`src/rtl/exec_stage_ctrl.sv`:
```
// Execute-stage controller: ALU write-back, store strobe, jumps, multi-cycle loads and halt.
// Optional stall counter output enabled by defining EXEC_STALL_CNT_EN.
module exec_stage_ctrl #(
    parameter int D_SIZE = 32,
    parameter int A_SIZE = 10
) (
    input  logic              clk,
    input  logic              rst,
    input  logic [6:0]        r1_opcode,
    input  logic [2:0]        r1_destination,
    input  logic [D_SIZE-1:0] r1_operand_a,
    input  logic [D_SIZE-1:0] r1_operand_b,
    output logic              r2_pc_halt,
    output logic              r2_pc_flush,
    output logic              pc_load,
    output logic [A_SIZE-1:0] pc_target,
    output logic              mem_rd_req,
    output logic [A_SIZE-1:0] mem_rd_addr,
    input  logic              mem_rd_ack,
    input  logic [D_SIZE-1:0] mem_rd_data,
    output logic              mem_wr_en,
    output logic [A_SIZE-1:0] mem_wr_addr,
    output logic [D_SIZE-1:0] mem_wr_data,
    output logic              wb_en,
    output logic [2:0]        wb_dest,
    output logic [D_SIZE-1:0] wb_data
`ifdef EXEC_STALL_CNT_EN
    ,
    output logic [15:0]       stall_cnt
`endif
);

    localparam logic [6:0] OP_ADD   = 7'b0000001;
    localparam logic [6:0] OP_SUB   = 7'b0000010;
    localparam logic [6:0] OP_AND   = 7'b0000011;
    localparam logic [6:0] OP_OR    = 7'b0000100;
    localparam logic [6:0] OP_XOR   = 7'b0000101;
    localparam logic [6:0] OP_LOAD  = 7'b0001000;
    localparam logic [6:0] OP_STORE = 7'b0001001;
    localparam logic [6:0] OP_JMP   = 7'b0010000;
    localparam logic [6:0] OP_JMPZ  = 7'b0010001;
    localparam logic [6:0] OP_HALT  = 7'b1111111;

    typedef enum logic [1:0] {EXEC, LOAD_WAIT, HALTED} state_t;

    // Two's-complement wraparound gives the required mod 2^D_SIZE result.
    function automatic logic signed [D_SIZE-1:0] alu_result(
        input logic [6:0]               op,
        input logic signed [D_SIZE-1:0] a,
        input logic signed [D_SIZE-1:0] b
    );
        case (op)
            OP_ADD:  alu_result = a + b;
            OP_SUB:  alu_result = a - b;
            OP_AND:  alu_result = a & b;
            OP_OR:   alu_result = a | b;
            OP_XOR:  alu_result = a ^ b;
            default: alu_result = '0;
        endcase
    endfunction

    state_t state, state_nxt;

    logic signed [D_SIZE-1:0] opa_s, opb_s;

    logic              wb_en_p1,    wb_en_nxt;
    logic [2:0]        wb_dest_p1,  wb_dest_nxt;
    logic [D_SIZE-1:0] wb_data_p1,  wb_data_nxt;
    logic              wr_en_p1,    wr_en_nxt;
    logic [A_SIZE-1:0] wr_addr_p1,  wr_addr_nxt;
    logic [D_SIZE-1:0] wr_data_p1,  wr_data_nxt;
    logic              rd_req_p1;
    logic [A_SIZE-1:0] rd_addr_p1,  rd_addr_nxt;
    logic [2:0]        rd_dest_p1,  rd_dest_nxt;

    assign opa_s = $signed(r1_operand_a);
    assign opb_s = $signed(r1_operand_b);

    // p0: decode of the r1 register and FSM next state
    always_comb begin
        state_nxt   = state;
        r2_pc_halt  = 1'b0;
        r2_pc_flush = 1'b0;
        pc_load     = 1'b0;
        pc_target   = '0;
        wb_en_nxt   = 1'b0;
        wb_dest_nxt = wb_dest_p1;
        wb_data_nxt = wb_data_p1;
        wr_en_nxt   = 1'b0;
        wr_addr_nxt = wr_addr_p1;
        wr_data_nxt = wr_data_p1;
        rd_addr_nxt = rd_addr_p1;
        rd_dest_nxt = rd_dest_p1;
        case (state)
            EXEC: begin
                case (r1_opcode)
                    OP_ADD, OP_SUB, OP_AND, OP_OR, OP_XOR: begin
                        wb_en_nxt   = 1'b1;
                        wb_dest_nxt = r1_destination;
                        wb_data_nxt = alu_result(r1_opcode, opa_s, opb_s);
                    end
                    OP_STORE: begin
                        wr_en_nxt   = 1'b1;
                        wr_addr_nxt = r1_operand_a[A_SIZE-1:0];
                        wr_data_nxt = r1_operand_b;
                    end
                    OP_JMP: begin
                        pc_load     = 1'b1;
                        r2_pc_flush = 1'b1;
                        pc_target   = r1_operand_a[A_SIZE-1:0];
                    end
                    OP_JMPZ: begin
                        if (r1_operand_b == '0) begin
                            pc_load     = 1'b1;
                            r2_pc_flush = 1'b1;
                            pc_target   = r1_operand_a[A_SIZE-1:0];
                        end
                    end
                    OP_LOAD: begin
                        r2_pc_halt  = 1'b1;
                        rd_addr_nxt = r1_operand_a[A_SIZE-1:0];
                        rd_dest_nxt = r1_destination;
                        state_nxt   = LOAD_WAIT;
                    end
                    OP_HALT: state_nxt = HALTED;
                    default: ;
                endcase
            end
            LOAD_WAIT: begin
                r2_pc_halt = !mem_rd_ack;
                if (mem_rd_ack) begin
                    wb_en_nxt   = 1'b1;
                    wb_dest_nxt = rd_dest_p1;
                    wb_data_nxt = mem_rd_data;
                    state_nxt   = EXEC;
                end
            end
            HALTED:  r2_pc_halt = 1'b1;
            default: state_nxt = EXEC;
        endcase
    end

    // p1: registered strobes, addresses and data
    always_ff @(posedge clk or posedge rst) begin
        if (rst) begin
            state      <= EXEC;
            wb_en_p1   <= 1'b0;
            wb_dest_p1 <= '0;
            wb_data_p1 <= '0;
            wr_en_p1   <= 1'b0;
            wr_addr_p1 <= '0;
            wr_data_p1 <= '0;
            rd_req_p1  <= 1'b0;
            rd_addr_p1 <= '0;
            rd_dest_p1 <= '0;
        end else begin
            state      <= state_nxt;
            wb_en_p1   <= wb_en_nxt;
            wb_dest_p1 <= wb_dest_nxt;
            wb_data_p1 <= wb_data_nxt;
            wr_en_p1   <= wr_en_nxt;
            wr_addr_p1 <= wr_addr_nxt;
            wr_data_p1 <= wr_data_nxt;
            rd_req_p1  <= (state_nxt == LOAD_WAIT);
            rd_addr_p1 <= rd_addr_nxt;
            rd_dest_p1 <= rd_dest_nxt;
        end
    end

    assign wb_en       = wb_en_p1;
    assign wb_dest     = wb_dest_p1;
    assign wb_data     = wb_data_p1;
    assign mem_wr_en   = wr_en_p1;
    assign mem_wr_addr = wr_addr_p1;
    assign mem_wr_data = wr_data_p1;
    assign mem_rd_req  = rd_req_p1;
    assign mem_rd_addr = rd_addr_p1;

`ifdef EXEC_STALL_CNT_EN
    function automatic logic [15:0] sat_inc(input logic [15:0] v);
        sat_inc = (v == 16'hFFFF) ? v : v + 16'd1;
    endfunction

    logic [15:0] stall_cnt_p1;

    // Halted cycles are not stalls; only load waits count.
    always_ff @(posedge clk or posedge rst) begin
        if (rst)
            stall_cnt_p1 <= '0;
        else if (r2_pc_halt && state != HALTED)
            stall_cnt_p1 <= sat_inc(stall_cnt_p1);
    end

    assign stall_cnt = stall_cnt_p1;
`endif

endmodule

```
`config.mk`:
```
export PLATFORM = sky130hd
export DESIGN_NAME = exec_stage_ctrl
export DESIGN_NICKNAME = d
export VERILOG_FILES = /design/src/rtl/exec_stage_ctrl.sv
export SDC_FILE = /design/constraint.sdc
export NUM_CORES = 1
export LEC_CHECK = 0
export BUFFER_PORTS_ARGS = -buffer_cell sky130_fd_sc_hd__buf_2
export CAP_MARGIN = 20
export CORE_ASPECT_RATIO = 0.5
export CORE_MARGIN = 3
export CORE_UTILIZATION = 49
export DETAILED_ROUTE_END_ITERATION = 10
export PLACE_DENSITY = 0.87
export SLEW_MARGIN = 20
export SYNTH_ARGS = -nofsm -noshare
export SYNTH_HDL_FRONTEND = slang
export SYNTH_SLANG_ARGS = --single-unit
```
`constraint.sdc`:
```
create_clock -name clk -period 3 [get_ports clk]
set_clock_uncertainty 0.15 [all_clocks]
set_input_delay 0.3 -clock clk [delete_from_list [all_inputs] [get_ports clk]]
set_output_delay 0.3 -clock clk [all_outputs]
set_load 0.01 [all_outputs]
```
==> results.yml, run 1 <==
outcome:
  run_status: "finished, violations left"
  failed_checks: "negative setup slack"
sta:
  worst_slew_pin_slew_ns: 0.7616
  totalNegativeSetupSlack_ns: -28.39
  finalWorstPathRequiredPeriod_ns: 3.996
  timing.max_slew.rel_slack: 0.4904
  setup_ws_ns: -0.9960
  achievable-frequency_mhz: 250.2
  count_of_endpoints_failing_setup_in_the_final_report: 42
  report.final.slew_viol_count: 0
  rsz_0062_raised_after_global_routing: "true"
  timing_hold_violations_final: 0
  period_share: 1.332
placed_design:
  placement.cell_area_sq_um: 10760
  finalWeightedCongestion: 0.9326
  io_buffer_count: 211
  place.detailed.hpwl_um: 21780
critical_path:
  start_kind: "input port"
  worst-r2r-cell-count: 6
  r2r-start: "state[0]"
  worstSetupPathType: "in2reg"
  cp-end-kind: "register"
  worst-r2r-setup-slack_ns: 0.73
  crit_arrival_ns: 4.10
  path_max_fanout: 5
  r2r-end: "wb_data[20]"
  cp_data_required_time_ns: 3.10
finish:
  n_antenna_cell: 0
  syn_to_final_growth_pct: 46.13
  design.final.nets: 1522
  post_route_cells_drive_above_1_share: 0.4503
  final.fill_count: 1011
  layout.cell_area.non_filler_sq_um: 11940
floorplan:
  die_w_um: 188.6
  die-area_sq_um: 18350
  core_sq_um: 15860
  io_pins: 212
  die_height_um: 97.30
  effective_utilization_at_floorplan: 0.5152
  rows: 32
grt:
  grtUsageTotal: 0.3302
  overflow: 0
  pin_count_of_the_biggest_net_entering_global_routing: 78
  grt_first_pass_wirelength_um: 48470
  antenna_found_initial: 1
  first_global_vias: 9193
cts:
  path_clk_slew_ns: 0.07
  cts_root_buffer: "sky130_fd_sc_hd__clkbuf_16"
  worstSkewPairLatency_ns: 0.37
  cts.sink_count: 95
  ctsHtreeMaxLevel: 3
  cts_tree: "yes"
  clock_path_buffers: 2
  tritoncts.num_buffers: 9
yosys:
  synth_top_area_share: 0.2910
  synth_commonest_cells: "96 x sky130_fd_sc_hd__ha_1, 95 x sky130_fd_sc_hd__dfrtp_1, 74 x sky130_fd_sc_hd__inv_1, 70 x sky130_fd_sc_hd__nand2_1, 59 x sky130_fd_sc_hd__a21oi_1"
  count_of_flip_flops_with_a_built_in_enable_after_synthesis: 0
  yosysWarningCount: 0
  synth_area_leader: "sky130_fd_sc_hd__dfrtp_1"
  synthArstFlopShare: 1.000
  synth_top_cells_by_area: "sky130_fd_sc_hd__dfrtp_1 29%, sky130_fd_sc_hd__ha_1 15%, sky130_fd_sc_hd__mux2_2 7.7%"
  ys_seq_elements: 95
  netlist_area_sq_um: 8169
  seq_area_frac_synth: 0.2910
  ys_dominant_reg_cell: "sky130_fd_sc_hd__dfrtp_1"
  syn_avg_cell_area_sq_um: 8.803
  synthMostInstantiatedCell: "sky130_fd_sc_hd__ha_1"
  postSynthNetCount: 1134
  synth_cells: 928
  netlist-cell-type-count: 69
power_and_ir_drop:
  power.leakage_nw: 6.133
  powerDensity_nw_per_um2: 389.8
  power_mw: 4.653
  irDropWorstVdd_mv: 0.4140
routing:
  drt_drc_violations_left: 0
  wirelength_routed_um: 34020
  postRouteAntennaNets: 0
  firstDrtPassIters: 6
  routed_wire_length_per_instance_um: 22.09
  overall_via_count_from_detail_route: 9665
  viasPerCell: 6.276
  drt_first_iter_violations: 1227
min_path:
  hold_start: "mem_rd_ack"
  min_delay_worst_endpoint: "mem_rd_req"
  classification_of_the_worst_slack_hold_path: "in2reg"
  worst_hold_path.num_cells: 2
run:
  maxCapViolations: 0
-- worst max-delay path, stage by stage --
cell and delay, ns:
sky130_fd_sc_hd__buf_6 0.10, sky130_fd_sc_hd__or4_4 0.55, sky130_fd_sc_hd__nor3b_4 0.25, sky130_fd_sc_hd__buf_4 0.16, sky130_fd_sc_hd__nand2b_4 0.08, sky130_fd_sc_hd__buf_6 0.16
sky130_fd_sc_hd__buf_6 0.13, sky130_fd_sc_hd__o31ai_1 0.07, sky130_fd_sc_hd__xnor2_1 0.13, sky130_fd_sc_hd__ha_1 0.39, sky130_fd_sc_hd__a21oi_1 0.32, sky130_fd_sc_hd__o21a_1 0.27
sky130_fd_sc_hd__nor2_1 0.08, sky130_fd_sc_hd__a311oi_2 0.19, sky130_fd_sc_hd__buf_4 0.19, sky130_fd_sc_hd__o211ai_1 0.13, sky130_fd_sc_hd__buf_4 0.17, sky130_fd_sc_hd__a21o_1 0.15
sky130_fd_sc_hd__a31oi_1 0.21, sky130_fd_sc_hd__nor3_1 0.09
-- layer usage --
layer / track usage / vias to the layer above / routed length (um)
met4: 0.1109 / 2 / 1752
li1: - / 4132 / -
met5: 0 / - / 13
met3: 0.1020 / 212 / 3845
met1: 0.4273 / 4606 / 13600
met2: 0.5270 / 713 / 14810
-- flip-flops by register name, indices dropped and copies added, names as in the netlist --
signal	cells
wb_data	32
mem_wr_en	1
mem_rd_req	1
wb_dest	3
mem_wr_data	32
state	2
mem_wr_addr	10
mem_rd_addr	10
wb_en	1
rd_dest_p1	3
-- timing repair --
action                                  CTS  global route
hold buffers                              0             1
endpoints found under the setup margin   42            43
cloned                                    2             0
pin swaps                                29            49
resized for setup                        63            71
endpoints found under the hold margin     0            28
buffers inserted                         26            15
-- report_power, final --
part | leakage (nW) | switching (mW) | internal, mW
clock network | 0.144 | 0.559 | 0.725
logic | 4.74 | 0.946 | 0.821
registers | 1.25 | 0.117 | 1.48
-- cell type report --
class                   instances  area, sq um  area share
clock buffers                   9        225.2     0.01887
clock inverters                 5        83.83    0.007022
inverters                      75        287.8     0.02411
multi-input cells             707         5862      0.4910
flip-flops and latches         95         2377      0.1991
well taps                     221        276.5     0.02316
repair buffers                428         2825      0.2367
-- logic make-up (layout without fill, tap and decap cells) --
kind of cell / after synthesis / after routing / share of synthesized area
flip-flops: 95 / 95 / 0.2910
multiplexers: 59 / 59 / 0.08087
AND/OR/NAND/NOR: 245 / 245 / 0.1545
adder cells (fa/ha/maj): 97 / 97 / 0.1495
XOR/XNOR: 46 / 46 / 0.04932
buffers and inverters: 126 / 517 / 0.05989
AO/OA/AOI/OAI: 260 / 260 / 0.2149
-- layout by cell type (no fill, tap or decap), drive strengths merged, types with 3 or more instances in the layout --
cell and n:
mux2 56, a22o 26, a221oi 12, nor4b 4, nand2b 10, a31oi 16
o21ai 58, and3 13, xor2 10, o41ai 6, nand3b 3, ha 96
nor3 38, dfrtp 95, nand4 6, nor3b 4, o211ai 6, o31ai 13
nand3 17, inv 75, nand2 70, o21a 8, and2 12, clkbuf 9
a22oi 6, a41oi 8, buf 427, xnor2 36, mux2i 3, a21o 14
a211oi 6, nor2 47, nor4 6, a21oi 59
-- worst max path at each step --
stage	depth (start not counted)	start	endpoint	slack (ns)
after floorplan	15	r1_opcode[3]	wb_data[27]	-1.11
after global placement	15	r1_opcode[3]	wb_data[29]	-1.12
after detailed placement	15	r1_opcode[3]	wb_data[29]	-1.24
after CTS	20	r1_opcode[3]	wb_data[28]	-0.77
after global routing	19	r1_opcode[6]	wb_data[16]	-1.18
final	20	r1_opcode[6]	wb_data[28]	-1.0
-- stage by stage --
step	cells	setup slack (ns)	hold slack, ns	utilization
floorplan	928	-1.114	0.2498	-
global placement	1487	-1.122	0.3058	0.6784
detailed placement	1487	-1.242	0.3205	0.6784
CTS	1528	-0.7685	0.01538	0.7280
global route	1540	-1.180	0.01499	0.7529
finish	1540	-0.9960	0.02205	0.7529
Note: power is estimated with default switching activity, not from simulation.
==> run 2: changes to the inputs <==
ABC_AREA = 1   (was default)
CAP_MARGIN = 0   (was 20)
CORE_UTILIZATION = 50   (was 49)
SKIP_LAST_GASP = 1   (was default)
==> run 2 against run 1 <==
Compared with the run above:
- the run still ends with negative setup slack left
- power about the same
- synthesized cell count increased by 43%
- final area increased by 5.2%
- largest cell class unchanged
- first-iteration DRC count decreased by 17%
- cell count increased by 24%
- critical endpoint is now wb_data[31]
- core utilization decreased by 0.77 points
- critical path type unchanged
==> results.yml, run 2 <==
sta:
  timing_hold_violations_final: 0
  setup_ws_ns: -0.1743
  achievable-frequency_mhz: 315.0
  report.final.slew_viol_count: 0
  finalWorstPathRequiredPeriod_ns: 3.174
  count_of_endpoints_failing_setup_in_the_final_report: 13
  worst_slew_pin_slew_ns: 0.6068
  rsz_0062_raised_after_global_routing: "true"
  timing.max_slew.rel_slack: 0.5950
  totalNegativeSetupSlack_ns: -0.8634
  period_share: 1.058
finish:
  mostFrequentLayoutCells: "337 x sky130_fd_sc_hd__nand2_1, 209 x sky130_fd_sc_hd__buf_2, 170 x sky130_fd_sc_hd__inv_1"
  area_of_the_multi_input_gates_sq_um: 6424
  post_route_cells_drive_above_1_share: 0.3623
  layout.area.seq_sq_um: 2377
  layout.cell_area.non_filler_sq_um: 12550
  layout_commonest_cell: "sky130_fd_sc_hd__nand2_1"
  n_antenna_cell: 0
  final_cell_count_no_fill: 1908
  design.final.nets: 1882
  syn_to_final_growth_pct: 42.22
  final.fill_count: 1274
outcome:
  failed_checks: "negative setup slack"
  run_status: "finished, violations left"
yosys:
  synth_top_cells_by_area: "sky130_fd_sc_hd__dfrtp_1 27%, sky130_fd_sc_hd__nand2_1 17%, sky130_fd_sc_hd__ha_1 14%"
  count_of_flip_flops_with_a_built_in_enable_after_synthesis: 0
  synth_top_area_share: 0.2693
  synthMostInstantiatedCell: "sky130_fd_sc_hd__nand2_1"
  synth_cells: 1325
  yosysWarningCount: 0
  synthArstFlopShare: 1.000
  ys_seq_elements: 95
  synth_area_leader: "sky130_fd_sc_hd__dfrtp_1"
  seq_area_frac_synth: 0.2693
  netlist-cell-type-count: 54
  netlist_area_sq_um: 8827
  syn_avg_cell_area_sq_um: 6.662
  synth_commonest_cells: "391 x sky130_fd_sc_hd__nand2_1, 190 x sky130_fd_sc_hd__inv_1, 147 x sky130_fd_sc_hd__nor2_1, 96 x sky130_fd_sc_hd__ha_1, 95 x sky130_fd_sc_hd__dfrtp_1"
  ys_dominant_reg_cell: "sky130_fd_sc_hd__dfrtp_1"
  postSynthNetCount: 1531
grt:
  antenna_found_initial: 0
  overflow: 0
  grt_first_pass_wirelength_um: 51940
  pin_count_of_the_biggest_net_entering_global_routing: 63
  grtUsageTotal: 0.3356
  first_global_vias: 9951
critical_path:
  critical_path.top_delay_family: "simple AND/OR/NAND/NOR gates"
  cp-end-kind: "register"
  timing.critical_path.slowest_cell_delay_ns: 0.32
  worstSetupPathType: "in2reg"
  start_kind: "input port"
  timing.critical_path.slowest_stage_cell: "sky130_fd_sc_hd__o31ai_4"
  worst_path_most_repeated_cell: "sky130_fd_sc_hd__nand2_1"
  path_max_fanout: 5
  crit_arrival_ns: 3.27
  path_buf_inv: 8
  cp_data_required_time_ns: 3.09
routing:
  drt_first_iter_violations: 1018
  firstDrtPassIters: 6
  drt_drc_violations_left: 0
  overall_via_count_from_detail_route: 10640
  routed_wire_length_per_instance_um: 18.15
  postRouteAntennaNets: 0
  viasPerCell: 5.575
  wirelength_routed_um: 34620
floorplan:
  die-area_sq_um: 19380
  die_height_um: 99.96
  effective_utilization_at_floorplan: 0.5240
  core_sq_um: 16850
  io_pins: 212
  die_w_um: 193.9
  rows: 33
placed_design:
  place.detailed.hpwl_um: 26390
  finalWeightedCongestion: 1.004
  io_buffer_count: 211
  dpl.cell_count: 1870
  placement.cell_area_sq_um: 11150
cts:
  worstSkewPairLatency_ns: 0.36
  path_clk_slew_ns: 0.08
  clock_path_buffers: 2
  cts.sink_count: 95
  cts_tree: "yes"
  ctsHtreeMaxLevel: 3
  tritoncts.num_buffers: 9
  cts_root_buffer: "sky130_fd_sc_hd__clkbuf_16"
power_and_ir_drop:
  power.leakage_nw: 7.084
  powerDensity_nw_per_um2: 370.6
  irDropWorstVdd_mv: 0.2570
min_path:
  classification_of_the_worst_slack_hold_path: "in2reg"
run:
  maxCapViolations: 0
[run 2: cell types whose count changed in the layout (fill, tap and decap cells not counted), moves of 31 or more]
| cell | previous run | this run |
|---|---|---|
| sky130_fd_sc_hd__nand3_1 | 14 | 47 |
| sky130_fd_sc_hd__mux2_2 | 56 | 3 |
| sky130_fd_sc_hd__nor2_1 | 43 | 120 |
| sky130_fd_sc_hd__xnor2_1 | 33 | 1 |
| sky130_fd_sc_hd__inv_1 | 73 | 170 |
| sky130_fd_sc_hd__o21ai_0 | 34 | 65 |
| sky130_fd_sc_hd__nand2_1 | 70 | 337 |
| sky130_fd_sc_hd__buf_4 | 199 | 158 |
| sky130_fd_sc_hd__nand2_2 | 0 | 46 |
| sky130_fd_sc_hd__nor3_1 | 35 | 3 |
[run 2: power by group]
part / switching (mW) / total (mW) / internal [mW]
registers: 0.133 / 1.62 / 1.49
clock network: 0.611 / 1.21 / 0.597
logic: 1.06 / 1.82 / 0.767
[run 2: final timing paths]
kind / endpoint / depth (start not counted) / startpoint / slack, ns
hold / removal: rd_dest_p1[1] / 2 / r1_destination[1] / 0.04
max in group asynchronous: mem_wr_data[29] / 4 / rst / 1.56
hold reg to reg: mem_wr_addr[3] / 2 / mem_wr_addr[3] / 0.34
min in group asynchronous: mem_rd_addr[0] / 3 / rst / 0.38
setup reg to reg: wb_data[3] / 5 / state[1] / 0.56
setup / recovery: wb_data[31] / 27 / r1_operand_b[1] / -0.17
[run 2: area by class of cell]
type,count,area share
multi-input combinational,992,0.5117
timing repair buffer,380,0.1913
sequential,95,0.1894
inverter,198,0.06059
tap,227,0.02262
clock buffer,9,0.01794
clock inverter,7,0.006478
[run 2: logic make-up after synthesis]
kind of cell	count (synthesis)	synth area share
AOI/OAI and AO/OA	207	0.1451
xor gates and xnor gates	31	0.03076
adders and majority gates	97	0.1383
buffers and inverters	238	0.1055
DFF	95	0.2693
muxes	3	0.003827
and+or+nand+nor	654	0.3072
[run 2: layer usage]
metal	track usage	wire length, um	share of wire
met4	0.1538	1692	0.049
met1	0.4432	13880	0.40
met3	0.05567	3060	0.088
met5	0	0	0
met2	0.5493	15980	0.46
[run 2: stage by stage]
stage	hold WS [ns]	util	total power, mW	worst slack (ns)
2_1_floorplan	0.3006	-	2.416	-0.02309
3_3_place_gp	0.2187	0.6617	3.126	-0.7994
3_5_place_dp	0.2296	0.6617	3.180	-0.7690
4_1_cts	0.02680	0.7016	4.455	-0.2456
5_1_grt	0.03928	0.7452	4.887	-0.2885
6_report	0.03546	0.7452	4.653	-0.1743
[run 2: timing repair]
| action | in CTS | in global routing |
|---|---|---|
| setup buffers | 10 | 14 |
| endpoints found under the hold margin | 33 | 0 |
| endpoints found under the setup margin | 21 | 25 |
| hold buffers | 1 | 0 |
| resized for setup | 79 | 162 |
| pin swaps | 47 | 93 |
| cloned | 0 | 0 |
==> run 3: changes to the inputs <==
CELL_PAD_IN_SITES_DETAIL_PLACEMENT = 1   (was default)
CELL_PAD_IN_SITES_GLOBAL_PLACEMENT = 1   (was default)
CORE_UTILIZATION = 35   (was 50)
MAX_ROUTING_LAYER = met4   (was default)
PLACE_DENSITY = 0.88   (was 0.87)
==> run 3 against run 2 <==
Compared with the run above:
- the run still ends with negative setup slack left
- highest routed layer unchanged
- cell count grew 6.5%
- sequential cell count is the same
- global-route usage shrank 2.1 points
- final area grew 1.0%
- die area grew 41%
==> results.yml, run 3 (synthesized netlist as in run 2, its figures left out) <==
outcome:
  run_status: "finished, violations left"
  failed_checks: "negative setup slack"
grt:
  grt_first_pass_wirelength_um: 65520
  overflow: 0
  first_global_vias: 11790
  antenna_found_initial: 3
  pin_count_of_the_biggest_net_entering_global_routing: 86
  grtUsageTotal: 0.3143
routing:
  postRouteAntennaNets: 0
  routed_wire_length_per_instance_um: 24.30
  firstDrtPassIters: 5
  drt_drc_violations_left: 0
  drt_first_iter_violations: 1375
  wirelength_routed_um: 49380
  overall_via_count_from_detail_route: 11890
  viasPerCell: 5.850
floorplan:
  die_w_um: 230.6
  effective_utilization_at_floorplan: 0.3622
  core_sq_um: 24370
  rows: 40
  die-area_sq_um: 27280
  io_pins: 212
  die_height_um: 118.3
power_and_ir_drop:
  power.leakage_nw: 7.149
  irDropWorstVdd_mv: 0.2462
  powerDensity_nw_per_um2: 387.2
cts:
  ctsHtreeMaxLevel: 3
  worstSkewPairLatency_ns: 0.38
  cts.sink_count: 95
  tritoncts.num_buffers: 9
  path_clk_slew_ns: 0.08
  cts_root_buffer: "sky130_fd_sc_hd__clkbuf_16"
  clock_path_buffers: 2
  cts_tree: "yes"
placed_design:
  io_buffer_count: 211
  place.detailed.hpwl_um: 31220
  finalWeightedCongestion: 0.9627
  placement.cell_area_sq_um: 11350
  dpl.cell_count: 1989
  preCtsSetupSlack_ns: -0.9005
sta:
  worst_slew_pin_slew_ns: 0.8256
  count_of_endpoints_failing_setup_in_the_final_report: 35
  achievable-frequency_mhz: 270.2
  setup_ws_ns: -0.7005
  worst_hold_slack_ns: 0.02463
  timing.max_slew.rel_slack: 0.4496
  finalWorstPathRequiredPeriod_ns: 3.701
  rsz_0062_raised_after_global_routing: "true"
  totalNegativeSetupSlack_ns: -12.72
  report.final.slew_viol_count: 0
  period_share: 1.234
  timing_hold_violations_final: 0
critical_path:
  worstSetupPathType: "in2reg"
  worst-r2r-cell-count: 7
  r2r-end: "mem_wr_data[19]"
  path_max_fanout: 4
  cp-end-kind: "register"
  cp_data_required_time_ns: 3.16
  crit_arrival_ns: 3.86
  start_kind: "input port"
  r2r-start: "state[1]"
  worst-r2r-setup-slack_ns: 0.78
run:
  maxCapViolations: 0
min_path:
  worst_hold_path.num_cells: 3
  min_delay_worst_endpoint: "wb_data[1]"
  hold_start: "mem_rd_data[1]"
  classification_of_the_worst_slack_hold_path: "in2reg"
finish:
  design.final.nets: 1894
  final_cell_count_no_fill: 2032
  layout_commonest_cell: "sky130_fd_sc_hd__nand2_1"
  layout.cell_area.non_filler_sq_um: 12690
  syn_to_final_growth_pct: 43.71
  mostFrequentLayoutCells: "326 x sky130_fd_sc_hd__nand2_1, 209 x sky130_fd_sc_hd__buf_2, 174 x sky130_fd_sc_hd__buf_4"
  post_route_cells_drive_above_1_share: 0.3739
==> run 3: final cells by class <==
type,count,area (sq um)
inverters,198,764.5
well taps,336,420.4
repair buffers,392,2469
flip-flops and latches,95,2377
clock inverters,7,75.07
multi-input cells,992,6347
fillers,3165,11690
clock buffers,9,225.2
diodes,3,7.507
==> run 3: worst max-delay path: stages <==
cell	delay, ns
sky130_fd_sc_hd__buf_2	0.12
sky130_fd_sc_hd__nor2_1	0.59
sky130_fd_sc_hd__buf_4	0.23
sky130_fd_sc_hd__inv_2	0.06
sky130_fd_sc_hd__nor2_1	0.21
sky130_fd_sc_hd__inv_1	0.13
sky130_fd_sc_hd__o21ai_1	0.19
sky130_fd_sc_hd__xor2_1	0.20
sky130_fd_sc_hd__ha_1	0.34
sky130_fd_sc_hd__nand2_2	0.18
sky130_fd_sc_hd__inv_1	0.07
sky130_fd_sc_hd__nand2_1	0.09
sky130_fd_sc_hd__nand2_1	0.11
sky130_fd_sc_hd__nand2_1	0.09
sky130_fd_sc_hd__nand2_1	0.12
sky130_fd_sc_hd__a21oi_2	0.17
sky130_fd_sc_hd__nand2_1	0.07
sky130_fd_sc_hd__nand2_1	0.09
sky130_fd_sc_hd__nand3_1	0.14
sky130_fd_sc_hd__nand2_1	0.11
sky130_fd_sc_hd__nand2_1	0.08
sky130_fd_sc_hd__a21oi_2	0.15
==> run 3: per-layer routing <==
layer | routed length (um) | vias up | global-route usage
li1 | - | 4983 | -
met1 | 18210 | 5735 | 0.3647
met2 | 22830 | 812 | 0.5209
met3 | 3840 | 357 | 0.04889
met4 | 4498 | 0 | 0.1788
met5 | 0 | - | -
==> run 3: power by group <==
group | total, mW | switching, mW | leakage (nW) | internal [mW]
registers | 1.64 | 0.153 | 1.25 | 1.49
logic | 2.03 | 1.24 | 5.76 | 0.790
clock network | 1.24 | 0.648 | 0.144 | 0.592
==> run 3: how the worst max path moves through the flow <==
| stage | startpoint | slack, ns | end |
|---|---|---|---|
| 6_report | r1_operand_b[12] | -0.70 | wb_data[30] |
| 5_1_grt | r1_operand_b[12] | -0.81 | wb_data[30] |
| 4_1_cts | r1_operand_b[1] | -0.27 | wb_data[28] |
| 3_5_place_dp | r1_operand_b[0] | -0.90 | wb_data[28] |
| 3_3_place_gp | r1_operand_b[0] | -0.82 | wb_data[28] |
| 2_1_floorplan | r1_operand_b[1] | -0.02 | wb_data[31] |
==> run 3: stage by stage <==
stage,utilization,total power [mW]
after global routing,0.5205,5.104
final,0.5205,4.912
after detailed placement,0.4656,3.253
after CTS,0.4934,4.564
after floorplan,-,2.416
after global placement,0.4656,3.168
==> run 3: timing repair <==
action                                  4_1_cts  5_1_grt
endpoints found under the hold margin        48        0
endpoints found under the setup margin       22       32
resized for setup                            94      152
buffers inserted                              7       16
pin swaps                                    38       70
hold buffers                                  1        0
